[src/rtl/block_sum_pkg.sv]
// Shared types and sizing helpers for the block sum reducer.
// Holds default parameters, width helpers and the result bundle.
package block_sum_pkg;

    localparam int DEF_DATA_WIDTH  = 32;
    localparam int DEF_BLOCK_LEN   = 8;
    localparam int DEF_INDEX_WIDTH = 16;

    // Total width: enough headroom that BLOCK_LEN max-value words never overflow.
    function automatic int sum_width(input int dw, input int bl);
        return dw + $clog2(bl + 1);
    endfunction

    // Counter width: must hold the value BLOCK_LEN itself.
    function automatic int cnt_width(input int bl);
        return $clog2(bl + 1);
    endfunction

    localparam int DEF_SUM_WIDTH = sum_width(DEF_DATA_WIDTH, DEF_BLOCK_LEN);
    localparam int DEF_CNT_WIDTH = cnt_width(DEF_BLOCK_LEN);

    typedef struct packed {
        logic [DEF_SUM_WIDTH-1:0]   sum;
        logic [DEF_CNT_WIDTH-1:0]   count;
        logic [DEF_INDEX_WIDTH-1:0] index;
    } result_t;

endpackage

[src/rtl/block_sum_reducer_if.sv]
// Bus bundle for the reducer: show-ahead FIFO pop side and result side.
// master = reducer view (drives rdreq/result), slave = environment view.
interface block_sum_reducer_if
    import block_sum_pkg::*;
#(
    parameter int DATA_WIDTH  = DEF_DATA_WIDTH,
    parameter int SUM_WIDTH   = DEF_SUM_WIDTH,
    parameter int CNT_WIDTH   = DEF_CNT_WIDTH,
    parameter int INDEX_WIDTH = DEF_INDEX_WIDTH
);
    logic                   empty_in;
    logic [DATA_WIDTH-1:0]  data_in;
    logic                   rdreq_out;
    logic                   valid_out;
    logic [SUM_WIDTH-1:0]   sum_out;
    logic [CNT_WIDTH-1:0]   count_out;
    logic [INDEX_WIDTH-1:0] index_out;
    logic                   ready_in;

    modport master (
        input  empty_in, data_in, ready_in,
        output rdreq_out, valid_out, sum_out, count_out, index_out
    );

    modport slave (
        output empty_in, data_in, ready_in,
        input  rdreq_out, valid_out, sum_out, count_out, index_out
    );
endinterface

[src/rtl/block_sum_out_queue.sv]
// 2-entry ready/valid FIFO of result bundles with full/empty flags.
// Ports: push/push_data in, full/empty flags, out_valid/out_data/out_ready.
module block_sum_out_queue
    import block_sum_pkg::*;
#(
    parameter type T = result_t
) (
    input  logic clk,
    input  logic rst,
    input  logic push,
    input  T     push_data,
    output logic full,
    output logic empty,
    output logic out_valid,
    output T     out_data,
    input  logic out_ready
);
    T           mem [2];
    logic [1:0] q_count;
    logic       q_wr_ptr;
    logic       q_rd_ptr;
    logic       enq;
    logic       deq;

    assign deq = out_valid && out_ready;
    // A push while full is only accepted if a slot frees in the same cycle.
    assign enq = push && (!full || deq);

    always_ff @(posedge clk or negedge rst) begin
        if (!rst) begin
            mem[0]   <= '0;
            mem[1]   <= '0;
            q_count  <= '0;
            q_wr_ptr <= 1'b0;
            q_rd_ptr <= 1'b0;
        end else begin
            if (enq) begin
                mem[q_wr_ptr] <= push_data;
                q_wr_ptr      <= !q_wr_ptr;
            end
            if (deq) begin
                q_rd_ptr <= !q_rd_ptr;
            end
            unique case ({enq, deq})
                2'b10:   q_count <= q_count + 2'd1;
                2'b01:   q_count <= q_count - 2'd1;
                default: q_count <= q_count;
            endcase
        end
    end

    assign full      = (q_count == 2'd2);
    assign empty     = (q_count == 2'd0);
    assign out_valid = !empty;
    assign out_data  = mem[q_rd_ptr];
endmodule

[src/rtl/block_sum_reducer.sv]
// Pops a show-ahead FIFO and sums each BLOCK_LEN-word run into one total.
// Ports: clk, rst (async, active-low), flush_in, busy_out, bus (master).
module block_sum_reducer
    import block_sum_pkg::*;
#(
    parameter int DATA_WIDTH  = DEF_DATA_WIDTH,
    parameter int BLOCK_LEN   = DEF_BLOCK_LEN,
    parameter int SUM_WIDTH   = sum_width(DATA_WIDTH, BLOCK_LEN),
    parameter int INDEX_WIDTH = DEF_INDEX_WIDTH,
    localparam int CNT_WIDTH  = cnt_width(BLOCK_LEN)
) (
    input  logic                clk,
    input  logic                rst,
    input  logic                flush_in,
    output logic                busy_out,
    block_sum_reducer_if.master bus
);
    typedef struct packed {
        logic [SUM_WIDTH-1:0]   sum;
        logic [CNT_WIDTH-1:0]   count;
        logic [INDEX_WIDTH-1:0] index;
    } res_t;

    logic [SUM_WIDTH-1:0]   acc;
    logic [SUM_WIDTH-1:0]   acc_next;
    logic [CNT_WIDTH-1:0]   cnt;
    logic [CNT_WIDTH-1:0]   cnt_next;
    logic [INDEX_WIDTH-1:0] index;
    logic                   flush_pending;
    logic                   flush_req;
    logic                   pop;
    logic                   full_close;
    logic                   flush_close;
    logic                   close;
    logic                   pend_next;
    logic                   q_full;
    logic                   q_empty;
    res_t                   push_data;
    res_t                   out_data;

    // Gated by rst so nothing is requested while reset is held.
    // Stalls on a full queue even mid-block, so every close can enqueue.
    assign pop           = rst && !bus.empty_in && !q_full;
    assign bus.rdreq_out = pop;

    assign flush_req = flush_in || flush_pending;

    always_comb begin
        acc_next = acc;
        cnt_next = cnt;
        if (pop) begin
            acc_next = acc + SUM_WIDTH'(bus.data_in);
            cnt_next = cnt + CNT_WIDTH'(1);
        end
    end

    assign full_close  = pop && (cnt == CNT_WIDTH'(BLOCK_LEN - 1));
    // Empty blocks are never emitted: a flush needs a held or popped word.
    assign flush_close = flush_req && !q_full && ((cnt != '0) || pop);
    assign close       = full_close || flush_close;
    // A flush that cannot enqueue yet is remembered until space frees.
    assign pend_next   = flush_req && q_full && (cnt != '0);

    assign push_data = '{sum: acc_next, count: cnt_next, index: index};

    always_ff @(posedge clk or negedge rst) begin
        if (!rst) begin
            acc           <= '0;
            cnt           <= '0;
            index         <= '0;
            flush_pending <= 1'b0;
        end else begin
            flush_pending <= pend_next;
            if (close) begin
                acc   <= '0;
                cnt   <= '0;
                index <= index + INDEX_WIDTH'(1);
            end else begin
                acc <= acc_next;
                cnt <= cnt_next;
            end
        end
    end

    block_sum_out_queue #(
        .T(res_t)
    ) u_queue (
        .clk      (clk),
        .rst      (rst),
        .push     (close),
        .push_data(push_data),
        .full     (q_full),
        .empty    (q_empty),
        .out_valid(bus.valid_out),
        .out_data (out_data),
        .out_ready(bus.ready_in)
    );

    assign bus.sum_out   = out_data.sum;
    assign bus.count_out = out_data.count;
    assign bus.index_out = out_data.index;

    assign busy_out = (cnt != '0) || !q_empty || flush_pending;
endmodule

[src/flat_wrapper.sv]
// flat-port wrapper written by rule: the top's interface ports become plain ports
module block_sum_reducer_flat import block_sum_pkg::*;
#(
    parameter int DATA_WIDTH  = DEF_DATA_WIDTH,
    parameter int BLOCK_LEN   = DEF_BLOCK_LEN,
    parameter int SUM_WIDTH   = sum_width(DATA_WIDTH, BLOCK_LEN),
    parameter int INDEX_WIDTH = DEF_INDEX_WIDTH,
    localparam int CNT_WIDTH  = cnt_width(BLOCK_LEN)
)
  (clk, rst, flush_in, busy_out, bus_empty_in, bus_data_in, bus_ready_in, bus_rdreq_out, bus_valid_out, bus_sum_out, bus_count_out, bus_index_out);
  block_sum_reducer_if #(.DATA_WIDTH(DATA_WIDTH), .SUM_WIDTH(SUM_WIDTH), .INDEX_WIDTH(INDEX_WIDTH)) bus_i ();
  input  logic clk;
  input  logic rst;
  input  logic flush_in;
  output logic busy_out;
  input wire logic [$bits(bus_i.empty_in)-1:0] bus_empty_in;
  input wire logic [$bits(bus_i.data_in)-1:0] bus_data_in;
  input wire logic [$bits(bus_i.ready_in)-1:0] bus_ready_in;
  output wire logic [$bits(bus_i.rdreq_out)-1:0] bus_rdreq_out;
  output wire logic [$bits(bus_i.valid_out)-1:0] bus_valid_out;
  output wire logic [$bits(bus_i.sum_out)-1:0] bus_sum_out;
  output wire logic [$bits(bus_i.count_out)-1:0] bus_count_out;
  output wire logic [$bits(bus_i.index_out)-1:0] bus_index_out;
  assign bus_i.empty_in = bus_empty_in;
  assign bus_i.data_in = bus_data_in;
  assign bus_i.ready_in = bus_ready_in;
  assign bus_rdreq_out = bus_i.rdreq_out;
  assign bus_valid_out = bus_i.valid_out;
  assign bus_sum_out = bus_i.sum_out;
  assign bus_count_out = bus_i.count_out;
  assign bus_index_out = bus_i.index_out;
  block_sum_reducer #(.DATA_WIDTH(DATA_WIDTH), .BLOCK_LEN(BLOCK_LEN), .SUM_WIDTH(SUM_WIDTH), .INDEX_WIDTH(INDEX_WIDTH)) u_core (.clk(clk), .rst(rst), .flush_in(flush_in), .busy_out(busy_out), .bus(bus_i));
endmodule
[config.mk]
export PLATFORM = sky130hd
export DESIGN_NAME = block_sum_reducer_flat
export DESIGN_NICKNAME = d
export VERILOG_FILES = /design/src/rtl/block_sum_pkg.sv /design/src/rtl/block_sum_reducer_if.sv /design/src/rtl/block_sum_out_queue.sv /design/src/rtl/block_sum_reducer.sv /design/src/flat_wrapper.sv
export SDC_FILE = /design/constraint.sdc
export NUM_CORES = 1
export LEC_CHECK = 0
export ABC_AREA = 1
export ABC_CLOCK_PERIOD_IN_PS = 1900
export CAP_MARGIN = 20
export CELL_PAD_IN_SITES_DETAIL_PLACEMENT = 1
export CELL_PAD_IN_SITES_GLOBAL_PLACEMENT = 2
export CORE_MARGIN = 3
export CORE_UTILIZATION = 31
export CTS_BUF_LIST = sky130_fd_sc_hd__clkbuf_8
export DETAILED_ROUTE_END_ITERATION = 8
export PLACE_DENSITY = 0.8
export SLEW_MARGIN = 20
export SYNTH_ARGS = -nofsm -noshare
export SYNTH_HDL_FRONTEND = slang
export SYNTH_SLANG_ARGS = --single-unit
[constraint.sdc]
create_clock -name clk -period 1.9 [get_ports clk]
set_input_delay 0.38 -clock clk [delete_from_list [all_inputs] [get_ports clk]]
set_output_delay 0.38 -clock clk [all_outputs]
set_load 0.01 [all_outputs]
# Word level (Yosys, flattened, before mapping)
# Cells that the tools add are included.
# totals
inputBits	37
regBits	173
out_inout_bits	59
elab_cells	62
# op_classes
eq_ne	4
magnitude_cmp	3
add_sub_neg	5
n_bitwise	2
reduce_logical	24
muxes	11
# op_table
operator	count
$mux W56	4
$bwmux W112	1
$mux W36	2
$demux W56 S1	1
$add A36 B32 Y36	1
$add A16 B1 Y16 const B	1
$logic_and A1 B1 Y1	10
$mux W4	2
$logic_or A1 B1 Y1	6
$logic_not A1 Y1	5
$add A4 B1 Y4 const B	1
$eq A2 B2 Y1 const B	2
$eq A4 B3 Y1 const B	1
$ge A2 B2 Y1 const B	2
$not A1 Y2	2
$pmux W2 S2	1
$reduce_bool A4 Y1	1
$add A2 B1 Y2 const B	1
$eq A2 B1 Y1 const B	1
$logic_not A2 Y1	1
$lt A2 B1 Y1 const B	1
$reduce_bool A2 Y1	1
$sub A2 B1 Y2 const B	1

# Longest topological paths before layout
# logic_depth
ltp_word	9
mapped_depth	16

# By module
# From an unflattened synthesis, not the netlist that was laid out.
# unflattened
cells_unflattened	1555
hier_area_um2	10780.3
# modules_own_cells
module	n_inst	cells_per_inst	area_per_inst_um2
block_sum_out_queue	1	707	5554.1
block_sum_reducer	1	848	5226.3

# Worst setup path before layout
# No wires, ideal clock.
# synth_timing
path_kind	input-to-reg
startpoint	in bus_data_in[0]
endpoint	reg u_core.u_queue.mem[32] (netlist bit)
path_slack_ps	-121
setup_time_ps	133
arrival_ps	1888
required_time_ps	1767
stages	12
path_cell_list	ha_1 -> fa_1 -> nand3_1 -> nand3_1 -> nand2_1 -> nand2_1 -> nand2_1 -> nand2_1 -> xnor2_1 -> nand2_1 -> o21ai_0 -> o21ai_0
# synth_via
elab_chain_cells	3
# synth_lines
element	line_no	source
start, declared	flat_wrapper.sv:17	input wire logic [$bits(bus_i.data_in)-1:0] bus_data_in;
$add A36 B32 Y36	block_sum_reducer.sv:52	acc_next = acc + SUM_WIDTH'(bus.data_in);
$mux W36	block_sum_reducer.sv:51	if (pop) begin
$bwmux W112	block_sum_out_queue.sv:38	mem[q_wr_ptr] <= push_data;
end signal, assigned by index	block_sum_out_queue.sv:38	
end, declared	block_sum_out_queue.sv:18	T mem [2];
# No other way between the ends.
# A chain may end at the register's enable or synchronous reset.

# Worst setup path in the final report
# layout_timing
startpoint	reg u_core.acc[0]
endpoint	reg u_core.acc[24]
# layout_via
elab_chain_cells	3
# layout_lines
element	line_no	source
start, declared	block_sum_reducer.sv:24	logic [SUM_WIDTH-1:0] acc;
start signal, assigned	block_sum_reducer.sv:79	acc <= acc_next;
$add A36 B32 Y36	block_sum_reducer.sv:52	
$mux W36	block_sum_reducer.sv:51	
$mux W36	block_sum_reducer.sv:74	if (close) begin
# No other way between the ends.

==> out/qor.txt <==
DR pass1 iterations: 7
Vias: 11600
Clk sinks: 173
Crit start category: register
Worst Path Buf+Inv: 1
PD cells: 1800 mW/mm^2
Post-synth top area share: 0.434
Core area: 0.0316 mm^2
Clk Latency, worst-skew pair: 520 ps
Synth-to-layout area growth: 81.2%
Slew Limit Fails: 0
CTS tree: built
LEAKAGE: 8.88 nW
RSZ-0062 raised after global routing: true
Synth warnings: 0
Die Ht: 185 um
GRT Util Overall: 0.247
Gp weighted congestion: 0.851
Clock transition at the registers of the reported paths: 120 ps
Sequential cell area: 0.00435 mm^2
Hold WC Path Type: input port to async pin
Final hold vios: 0
Gate Count Post-Synth: 1413
Fin area: 0.0181 mm^2
Total of max-cap violations: 0
Initial drt markers: 666
Flop-to-flop setup slack: -510 ps
Minimum clock period after layout: 2410 ps
Worst-Margin Slew: 963 ps
Critical Path Max Stage Delay: 430 ps
Drt drc: 0
Arrival @ worst endpoint: 2830 ps
Number of fillers in the final layout: 3486
Top post-synthesis cells by area: dfrtp_1 43%, nand2_1 21%, inv_1 6.0%
Slowest cell on the critical path: dfrtp_1
Yosys top cell by area: dfrtp_1
Area of the die: 0.0344 mm^2
Crit-path cells: ha_4 > fa_2 > nand3_2 > nand3_2 > nand2_2 > nand2_4 > buf_4 > nand3_4 > nand4_1 > nand3_4 > nand2_2 > nor2_1
Failing checks: setup timing
Row count: 65
Layout cells sized above 1: 0.567
DP Wirelength: 25600 um
Num CTS Buffers: 17
Setup-failing EPs final: 172
Clock root buffer: clkbuf_8
Slew margin rel.: 0.358
Buffers added on ports: 95
VDD IR max: 859 uV
Register area share after synthesis: 0.434
Mapped Area: 0.00998 mm^2
Area occupied by multi-input gates: 0.00820 mm^2
Antenna diodes: 0
Largest delay contributor family on the critical path: simple AND/OR/NAND/NOR gates
Routed WL: 52800 um
H-tree depth: 4
Vias in the first global route: 11800
Crit end category: register
Final setup margin: -514 ps
Nets: 1822
GRT overflow: 0
Crit share post-route: 1.27
Status: finished, violations left
I/O pin count: 96
Worst-path maximum fanout: 4
Unique masters post-synth: 30
Seq cells post-synth: 173
Syn_area_per_cell: 7.06 um^2
Crit Path Class: register to register
Worst Skew: 30.2 ps
Placed Area: 0.0125 mm^2
Finished Core Util: 0.571
Longest Clk Path Bufs: 2
CP Data Required Time: 2320 ps
Initial antenna violation count: 1
Largest net degree at the start of global routing: 73
Max Fclk: 414 MHz
First-pass GRT wire length: 65500 um
Syn Nets: 1487
Routed len/inst: 24.4 um
Initial Util: 0.315
DRT antenna net count: 0
Via/cell ratio: 5.36
Die Span X: 185 um
## layout make-up
class                           count  share of cell area
Inverter                          164              0.0374
Sequential cell                   173               0.241
Clock inverter                     14             0.00976
Multi-Input combinational cell   1031               0.454
Clock buffer                       18              0.0137
Timing Repair Buffer              361               0.217
Tap cell                          402              0.0278
## worst reg2reg max path, cell delays in order (launching register included)
cell and delay [ps]:
dfrtp_1 430, ha_4 200, fa_2 400, nand3_2 90, nand3_2 110, nand2_2 140, nand2_4 110, buf_4 170
nand3_4 80, nand4_1 200, nand3_4 170, nand2_2 50, nor2_1 190
## stage by stage
step	hold WS, ps	setup WS, ps	total power, W	setup TNS, ps	instances
6_report	354	-514	0.0325	-31590	2163
5_1_grt	377	-525	0.0340	-44950	2163
4_1_cts	365	-223	0.0266	-13870	2119
3_5_place_dp	369	-868	0.0183	-92430	2011
3_3_place_gp	366	-932	0.0180	-84900	2011
2_1_floorplan	84.4	-15.8	0.0123	-32.5	1413
## synth_stat cells, drive strengths merged
master,count
inv,164
nand3,75
buf,20
nor2,98
nand4,8
dfrtp,173
fa,1
clkbuf,27
a21oi,36
nor3,17
nand3b,1
or2,15
ha,36
nor4,3
o21bai,2
nand2,570
o21a,1
xnor2,14
o21ai,130
xor2,22
## where the power goes
group / switching, W / internal [W]
logic: 0.0124 / 0.0103
clock network: 0.00173 / 0.00126
registers: 0.00169 / 0.00516
total: 0.0158 / 0.0167
## cell usage in the layout, fill, tap and decap left out, types with 14 or more instances in the layout
master	synthesis	final
nand2_1	568	263
nand2_2	2	182
dfrtp_1	173	159
buf_4	2	144
nand2_4	0	119
inv_1	160	118
buf_6	3	104
o21ai_1	43	56
nor2_1	95	49
o21ai_2	0	44
nand3_2	0	41
clkdlybuf4s50_1	0	35
ha_4	0	33
inv_2	4	32
nor2_4	1	26
buf_12	0	24
nand3_4	0	23
nor2_2	1	22
xor2_1	22	20
buf_2	12	20
o21ai_0	87	19
clkbuf_8	0	18
a21oi_2	0	16
or2_2	15	14
## layer usage
metal / vias up / global-route usage / part of all wire
met4: 2 / 0.0666 / 0.039
met3: 130 / 0.0363 / 0.049
li1: 5106 / - / -
met5: - / 0 / 0.00025
met1: 5977 / 0.326 / 0.40
met2: 375 / 0.424 / 0.51
## state kept, by name, indices dropped and copies added (netlist names)
| signal | count |
|---|---|
| u_core.u_queue.q_count | 2 |
| u_core.flush_pending | 1 |
| u_core.acc | 36 |
| u_core.index | 16 |
| u_core.u_queue.q_rd_ptr | 1 |
| u_core.cnt | 4 |
| u_core.u_queue.mem | 112 |
| u_core.u_queue.q_wr_ptr | 1 |
## kinds of logic after synthesis
logic type               after synthesis  share of synthesized area
XOR/XNOR                              36                     0.0316
AND/OR/NAND/NOR                      787                      0.318
AO/OA/AOI/OAI                        169                     0.0855
buffers and inverters                211                     0.0839
adder cells (fa/ha/maj)               37                     0.0471
flip-flops                           173                      0.434
## timing repair
| item | in CTS | in global routing |
|---|---|---|
| gates resized for setup | 859 | 445 |
| pin swaps | 159 | 191 |
| setup buffers | 68 | 39 |
| hold buffers | 1 | 0 |
| gates cloned | 12 | 16 |
| hold endpoints to repair | 18 | 0 |
| endpoints found under the setup margin | 193 | 216 |
## path summary, 6_finish.rpt
path                                   startpoint                 endpoint  depth (start not counted)
max reg2reg                         u_core.acc[0]           u_core.acc[24]                         12
max in group asynchronous                     rst           u_core.acc[35]                          4
min reg2reg                u_core.u_queue.mem[83]   u_core.u_queue.mem[83]                          2
max                                 u_core.acc[0]           u_core.acc[24]                         12
min in group clk                     bus_ready_in  u_core.u_queue.q_rd_ptr                          3
min                                           rst   u_core.u_queue.mem[91]                          3
(Power assumes the default switching activity.)
